### src/rtl/coproc_regs_pkg.sv
// Shared definitions for the crypto coprocessor register controller.
// Latency: n/a (constants, types and a helper function only).
// Backpressure: n/a.
package coproc_regs_pkg;

    // Byte addresses of the word-aligned register map.
    localparam logic [4:0] ADDR_OPA     = 5'h00;
    localparam logic [4:0] ADDR_OPB     = 5'h04;
    localparam logic [4:0] ADDR_CTRL    = 5'h08;
    localparam logic [4:0] ADDR_CMD     = 5'h0C;
    localparam logic [4:0] ADDR_STATUS  = 5'h10;
    localparam logic [4:0] ADDR_RES0    = 5'h14;
    localparam logic [4:0] ADDR_RES1    = 5'h18;
    localparam logic [4:0] ADDR_VERSION = 5'h1C;

    // STATUS register bit positions.
    localparam int STAT_BUSY    = 0;
    localparam int STAT_DONE    = 1;
    localparam int STAT_TIMEOUT = 2;
    localparam int STAT_CMD_ERR = 3;

    localparam int DEFAULT_TIMEOUT_CYCLES = 1024;

    typedef enum logic [1:0] {
        IDLE   = 2'd0,
        LAUNCH = 2'd1,
        WAIT   = 2'd2
    } core_state_t;

    // Merge a write into a register honouring per-byte enables.
    function automatic logic [31:0] apply_strobe(input logic [31:0] old_val,
                                                 input logic [31:0] new_val,
                                                 input logic [3:0]  strobe);
        logic [31:0] res;
        for (int b = 0; b < 4; b++) begin
            res[b*8 +: 8] = strobe[b] ? new_val[b*8 +: 8] : old_val[b*8 +: 8];
        end
        return res;
    endfunction

endpackage

### src/rtl/coproc_core_seq.sv
// Core launch sequencer: IDLE/LAUNCH/WAIT FSM, watchdog, start/abort pulses, result capture.
// Latency: core_start one cycle after launch; abort in WAIT cycle TIMEOUT_CYCLES.
// Backpressure: launch is only honoured in IDLE; the caller gates it with busy.
// Ports: clk/rst (async active-high); launch + launch_opcode from the CMD decoder;
// core_done/core_result0/1 from the core; busy, core_start, core_abort, core_opcode,
// captured result0/1 and one-cycle done_set/timeout_set events toward STATUS.
module coproc_core_seq
    import coproc_regs_pkg::*;
#(
    parameter int TIMEOUT_CYCLES = DEFAULT_TIMEOUT_CYCLES
) (
    input  logic        clk,
    input  logic        rst,
    input  logic        launch,
    input  logic [7:0]  launch_opcode,
    input  logic        core_done,
    input  logic [31:0] core_result0,
    input  logic [31:0] core_result1,
    output logic        busy,
    output logic        core_start,
    output logic        core_abort,
    output logic [7:0]  core_opcode,
    output logic [31:0] result0,
    output logic [31:0] result1,
    output logic        done_set,
    output logic        timeout_set
);

    localparam int CNT_W = $clog2(TIMEOUT_CYCLES);
    localparam logic [CNT_W-1:0] CNT_LAST = CNT_W'(TIMEOUT_CYCLES - 1);

    core_state_t      state_q, state_d;
    logic [CNT_W-1:0] cnt_q;

    always_ff @(posedge clk or posedge rst) begin
        if (rst) begin
            state_q <= IDLE;
        end else begin
            state_q <= state_d;
        end
    end

    // Pulses are decoded from state so a reset mid-operation kills them
    // immediately; done beats timeout because it is tested first.
    always_comb begin
        state_d     = state_q;
        core_start  = 1'b0;
        core_abort  = 1'b0;
        done_set    = 1'b0;
        timeout_set = 1'b0;
        case (state_q)
            IDLE: begin
                if (launch) state_d = LAUNCH;
            end
            LAUNCH: begin
                core_start = 1'b1;
                state_d    = WAIT;
            end
            WAIT: begin
                if (core_done) begin
                    done_set = 1'b1;
                    state_d  = IDLE;
                end else if (cnt_q == CNT_LAST) begin
                    core_abort  = 1'b1;
                    timeout_set = 1'b1;
                    state_d     = IDLE;
                end
            end
            default: state_d = IDLE;
        endcase
    end

    // Counter counts WAIT cycles: 0 in the first WAIT cycle.
    always_ff @(posedge clk or posedge rst) begin
        if (rst) begin
            cnt_q       <= '0;
            core_opcode <= '0;
            result0     <= '0;
            result1     <= '0;
        end else begin
            if (state_q == LAUNCH) begin
                cnt_q <= '0;
            end else if (state_q == WAIT) begin
                cnt_q <= cnt_q + CNT_W'(1);
            end
            if (state_q == IDLE && launch) begin
                core_opcode <= launch_opcode;
            end
            if (state_q == WAIT && core_done) begin
                result0 <= core_result0;
                result1 <= core_result1;
            end
        end
    end

    assign busy = (state_q != IDLE);

endmodule

### src/rtl/coproc_reg_ctrl.sv
// Register file and command controller behind the AXI-Lite backend request channels.
// Latency: write_done/read_done one cycle after the request is sampled; read data registered.
// Backpressure: requests are level-held; one request per direction every other cycle.
// Ports: s_axi_aclk clock, s_axi_aresetn async active-HIGH reset; write/read backend
// channels; core_* start/abort/done handshake toward the crypto core; irq level output.
module coproc_reg_ctrl
    import coproc_regs_pkg::*;
#(
    parameter int          TIMEOUT_CYCLES = DEFAULT_TIMEOUT_CYCLES,
    parameter logic [31:0] VERSION        = 32'h0001_0000
) (
    input  logic        s_axi_aclk,
    input  logic        s_axi_aresetn,
    input  logic        write,
    input  logic [4:0]  write_addrs,
    input  logic [31:0] write_data,
    input  logic [3:0]  write_strobe,
    output logic        write_done,
    output logic        write_error,
    input  logic        read,
    input  logic [4:0]  read_addrs,
    output logic [31:0] read_data,
    output logic        read_done,
    output logic        read_error,
    output logic        core_start,
    output logic        core_abort,
    output logic [7:0]  core_opcode,
    output logic [31:0] core_operand_a,
    output logic [31:0] core_operand_b,
    input  logic        core_done,
    input  logic [31:0] core_result0,
    input  logic [31:0] core_result1,
    output logic        irq
);

    logic [31:0] opa_q, opb_q, cmd_q;
    logic        irq_en_q, done_q, timeout_q, cmd_err_q;
    logic [31:0] res0, res1;
    logic        busy, done_set, timeout_set;

    // A request is ignored while its done pulse is high (turnaround cycle).
    logic wr_req, rd_req;
    assign wr_req = write & ~write_done;
    assign rd_req = read & ~read_done;

    logic wr_err, cmd_ok, cmd_busy;
    always_comb begin
        wr_err   = 1'b0;
        cmd_ok   = 1'b0;
        cmd_busy = 1'b0;
        if (write_addrs[1:0] != 2'b00) begin
            wr_err = 1'b1;
        end else begin
            case (write_addrs)
                ADDR_RES0, ADDR_RES1, ADDR_VERSION: wr_err = 1'b1;
                ADDR_CMD: begin
                    if (busy) begin
                        wr_err   = 1'b1;
                        cmd_busy = 1'b1;
                    end else if (write_strobe != 4'b1111) begin
                        wr_err = 1'b1;
                    end else begin
                        cmd_ok = 1'b1;
                    end
                end
                default: ;
            endcase
        end
    end

    logic wr_fire, launch, status_wr;
    assign wr_fire   = wr_req & ~wr_err;
    assign launch    = wr_req & cmd_ok;
    assign status_wr = wr_fire & (write_addrs == ADDR_STATUS) & write_strobe[0];

    always_ff @(posedge s_axi_aclk or posedge s_axi_aresetn) begin
        if (s_axi_aresetn) begin
            write_done  <= 1'b0;
            write_error <= 1'b0;
            opa_q       <= '0;
            opb_q       <= '0;
            cmd_q       <= '0;
            irq_en_q    <= 1'b0;
            done_q      <= 1'b0;
            timeout_q   <= 1'b0;
            cmd_err_q   <= 1'b0;
        end else begin
            write_done  <= wr_req;
            write_error <= wr_req & wr_err;
            if (wr_fire) begin
                case (write_addrs)
                    ADDR_OPA:  opa_q <= apply_strobe(opa_q, write_data, write_strobe);
                    ADDR_OPB:  opb_q <= apply_strobe(opb_q, write_data, write_strobe);
                    ADDR_CTRL: if (write_strobe[0]) irq_en_q <= write_data[0];
                    ADDR_CMD:  cmd_q <= write_data;
                    default: ;
                endcase
            end
            // Sticky bits: a hardware set in the same cycle as a W1C wins.
            done_q    <= done_set | (done_q &
                         ~(status_wr & write_data[STAT_DONE]));
            timeout_q <= timeout_set | (timeout_q &
                         ~(status_wr & write_data[STAT_TIMEOUT]));
            cmd_err_q <= (wr_req & cmd_busy) | (cmd_err_q &
                         ~(status_wr & write_data[STAT_CMD_ERR]));
        end
    end

    logic [31:0] rd_mux;
    always_comb begin
        rd_mux = '0;
        case (read_addrs)
            ADDR_OPA:     rd_mux = opa_q;
            ADDR_OPB:     rd_mux = opb_q;
            ADDR_CTRL:    rd_mux = {31'b0, irq_en_q};
            ADDR_CMD:     rd_mux = cmd_q;
            ADDR_STATUS:  rd_mux = {28'b0, cmd_err_q, timeout_q, done_q, busy};
            ADDR_RES0:    rd_mux = res0;
            ADDR_RES1:    rd_mux = res1;
            ADDR_VERSION: rd_mux = VERSION;
            default:      rd_mux = '0;
        endcase
    end

    // Sampled from current register state, so a same-cycle write is not visible.
    always_ff @(posedge s_axi_aclk or posedge s_axi_aresetn) begin
        if (s_axi_aresetn) begin
            read_done  <= 1'b0;
            read_error <= 1'b0;
            read_data  <= '0;
        end else begin
            read_done  <= rd_req;
            read_error <= rd_req & (read_addrs[1:0] != 2'b00);
            read_data  <= (rd_req && read_addrs[1:0] == 2'b00) ? rd_mux : '0;
        end
    end

    coproc_core_seq #(
        .TIMEOUT_CYCLES(TIMEOUT_CYCLES)
    ) u_seq (
        .clk          (s_axi_aclk),
        .rst          (s_axi_aresetn),
        .launch       (launch),
        .launch_opcode(write_data[7:0]),
        .core_done    (core_done),
        .core_result0 (core_result0),
        .core_result1 (core_result1),
        .busy         (busy),
        .core_start   (core_start),
        .core_abort   (core_abort),
        .core_opcode  (core_opcode),
        .result0      (res0),
        .result1      (res1),
        .done_set     (done_set),
        .timeout_set  (timeout_set)
    );

    assign core_operand_a = opa_q;
    assign core_operand_b = opb_q;
    assign irq            = irq_en_q & (done_q | timeout_q);

endmodule

### config.mk
export PLATFORM = sky130hd
export DESIGN_NAME = coproc_reg_ctrl
export DESIGN_NICKNAME = d
export VERILOG_FILES = /design/src/rtl/coproc_regs_pkg.sv /design/src/rtl/coproc_core_seq.sv /design/src/rtl/coproc_reg_ctrl.sv
export SDC_FILE = /design/constraint.sdc
export NUM_CORES = 1
export LEC_CHECK = 0
export CORE_MARGIN = 2
export CORE_UTILIZATION = 49
export CTS_CLUSTER_DIAMETER = 60
export DETAILED_ROUTE_END_ITERATION = 8
export PLACE_DENSITY_LB_ADDON = 0.1
export SLEW_MARGIN = 10
export SYNTH_ARGS = -nofsm -noshare
export SYNTH_HDL_FRONTEND = slang
export SYNTH_SLANG_ARGS = --single-unit
### constraint.sdc
create_clock -name s_axi_aclk -period 8.15 [get_ports s_axi_aclk]
set_clock_uncertainty 0.05 [all_clocks]
set_input_delay 0.815 -clock s_axi_aclk [delete_from_list [all_inputs] [get_ports s_axi_aclk]]
set_output_delay 0.815 -clock s_axi_aclk [all_outputs]
set_load 0.01 [all_outputs]
==> reports/results.ini <==
[drt]
initialDrtViolationCount=329
dr.pass1.iters=4
viasPerCell=5.65
vias=6386
final_antenna_net_count=0
detail_route.wl_per_cell_microns=21.1
drc=0
drt_wl_total_mm=23.8

[sta]
whs_ps=435
setup_viol=0
post-route-min-period_ps=3410
relSlewSlack=0.288
fmax_mhz=293
worstMarginPinSlew_ps=1070
rsz0062_at_grt=no
slew_viol_final=0
worst_slack_ps=4740
post-route-period-util=0.418
fin_tns_setup_ps=0
hold_violations=0

[clock_network]
insertion_delay_ps=500
cts_buffers=24
post_cts_resize_count=0
cts_hold_buf=0
postCtsSetupRepairBufs=0
cts_sinks=220
htreeDepth=1
root_buffer=clkbuf_16
cts.path.max_buffers=3
cts_tree=done
cts.reportedPaths.clkPinSlew_ps=60

[grt]
grt_pass1_vias=6936
grt.total_usage=0.243
grt-ovfl-total=0
grt_max_degree=134
antenna_found_initial=0
grt.busiest_layer=met2
grt_pass1_wl_mm=37.8
gr-usage-met3=0.0533
use_met1=0.320
grtUsageMet2=0.413

[logic_synthesis]
synth_nets=788
syn_area_sq_um=9050
synth_top_cells_by_area=dfrtp_1 (61%), mux2_2 (21%), a22oi_1 (5.5%)
ys_types=37
syn-mean-instance-area_sq_um=13.6
synth_cells=668
synth_top_area_cell=dfrtp_1
synth-seq-cells=220
yosys_most_used_dff=dfrtp_1
yosysWarnings=0
ys_seq_area_frac=0.608
synth_edf_count=0
synth_top_area_share=0.608
synthArstFlopShare=1.00

[setup_path]
critPathCaptureType=primary output
required_ps=7280
rr_startpoint=write_done$_DFF_PP0_
timing.rr.end=u_seq.state_q[1]$_DFFE_PP0P_
r2r_setup_slack_ps=5210
cp.arrival_ps=2540
worstSetupPathType=flop to primary output
timing.critical_path.from_type=flop
r2r_cells=5
crit_fanout=5

[hold_path]
hold_path.class=flop to flop
min_from=read_done$_DFF_PP0_
hold_depth=1
whs_endpoint=read_done$_DFF_PP0_

[power]
power_mw=3.11
p_comb_frac=0.190
leakage_nw=5.32
p_per_area_nw_per_um2=252
p_sw_frac=0.257
seq_power_share=0.466
switchingPower_mw=0.798
p_int_mw=2.31
clkPwrFrac=0.344
irDropWorstVdd_uv=217

[layout]
diodes=0
multi_input_area_sq_um=3390
nNetsFinal=1007
syn2layout_area_growth_pct=36.1
seqCellArea_sq_um=5510
fin_util=0.684
final_cell_mix=clkdlybuf4s50_1 (225), dfrtp_1 (220), mux2_2 (165)
final_common_cell=clkdlybuf4s50_1
fillers=1284
drive_gt1_frac=0.244

[die]
ios=226
initial_utilization=0.502
core_sq_um=18000
rows=49
die_w_microns=140
die_y_microns=140
die_area_sq_um=19600

[placement]
gp_congestion=0.777
portBuffers=225
pre_cts_ws_ps=4320
place.detailed.hpwl_mm=16.1

[run_status]
status=finished, final reports clean

[run]
cap_violations=0

[cell families after synthesis]
kind of cell	count (synthesis)	share of synthesized area
flops	220	0.608
xor+xnor	4	0.00387
simple gates	93	0.0539
buf+inv	51	0.0227
compound gates	128	0.0971
mux	167	0.208
fa+ha+maj	5	0.00691
[worst max-delay path: stages, from the launching register on]
cell and delay, ps:
dfrtp_1 410, ha_1 220, and3_1 250, nand2_1 120
nor3_1 400, clkdlybuf4s50_1 640
[routing by layer]
layer	wire length (microns)	part of all wire	vias to the layer above
met3	1470	0.062	39
li1	-	-	2883
met4	491	0.021	0
met2	11800	0.49	188
met1	10100	0.42	3276
met5	0	0	-
[cell usage after synthesis (3+ instances only)]
library cell  instances
a31oi_1              32
nor2b_1               4
dfrtp_1             220
buf_2                11
inv_1                13
nor3b_4               3
nor2_1               10
clkbuf_1             27
mux2_2              165
nor3_1                8
a22oi_1              66
a22o_1                3
nand4_1               4
nand2_1              43
ha_1                  5
a21oi_1               7
and3_1                7
nand2b_1              5
xor2_1                4
o21ai_0              12
[through the flow]
stage / instances / instance area [sq um]
global route: 1131 / 12300
CTS: 1131 / 12300
floorplan: 668 / 9050
finish: 1131 / 12300
detailed placement: 1090 / 11500
global placement: 1090 / 11500
[area by class of cell]
cell class / instances / share of cell area
multi-input cells: 397 / 0.275
clock buffers: 37 / 0.0601
inverters: 13 / 0.00457
repair buffers: 231 / 0.186
flip-flops and latches: 220 / 0.447
clock inverters: 4 / 0.00366
well taps: 229 / 0.0233
[power groups by stage]
stage               Combinational [mW]  Clock (mW)  Sequential, mW
floorplan                        0.352           0            1.44
global placement                 0.565           0            1.45
detailed placement               0.597           0            1.47
CTS                              0.600        1.09            1.45
global route                     0.640        1.14            1.48
finish                           0.590        1.07            1.45
[worst max path at each step]
stage	from	end	slack [ps]	cells after the start
after floorplan	s_axi_aresetn	cmd_err_q$_DFF_PP0_	1260	1
after global placement	write_addrs[1]	u_seq.state_q[1]$_DFFE_PP0P_	4450	6
final	u_seq.cnt_q[0]$_DFFE_PP0P_	core_abort	4740	5
after detailed placement	write_addrs[1]	u_seq.state_q[1]$_DFFE_PP0P_	4320	6
after global routing	u_seq.cnt_q[0]$_DFFE_PP0P_	core_abort	4640	5
after CTS	u_seq.cnt_q[0]$_DFFE_PP0P_	core_abort	4760	5
[state kept, by name (all words and copies together) (netlist names)]
| signal | cells |
|---|---|
| cmd_q | 32 |
| core_operand_a | 32 |
| core_operand_b | 32 |
| read_data | 32 |
| u_seq.result0 | 32 |
| u_seq.result1 | 32 |
| u_seq.cnt_q | 10 |
| u_seq.core_opcode | 8 |
| u_seq.state_q | 2 |
| cmd_err_q | 1 |
| done_q | 1 |
| irq_en_q | 1 |
| read_done | 1 |
| read_error | 1 |
| timeout_q | 1 |
| write_done | 1 |
| write_error | 1 |
(Power assumes the default switching activity.)
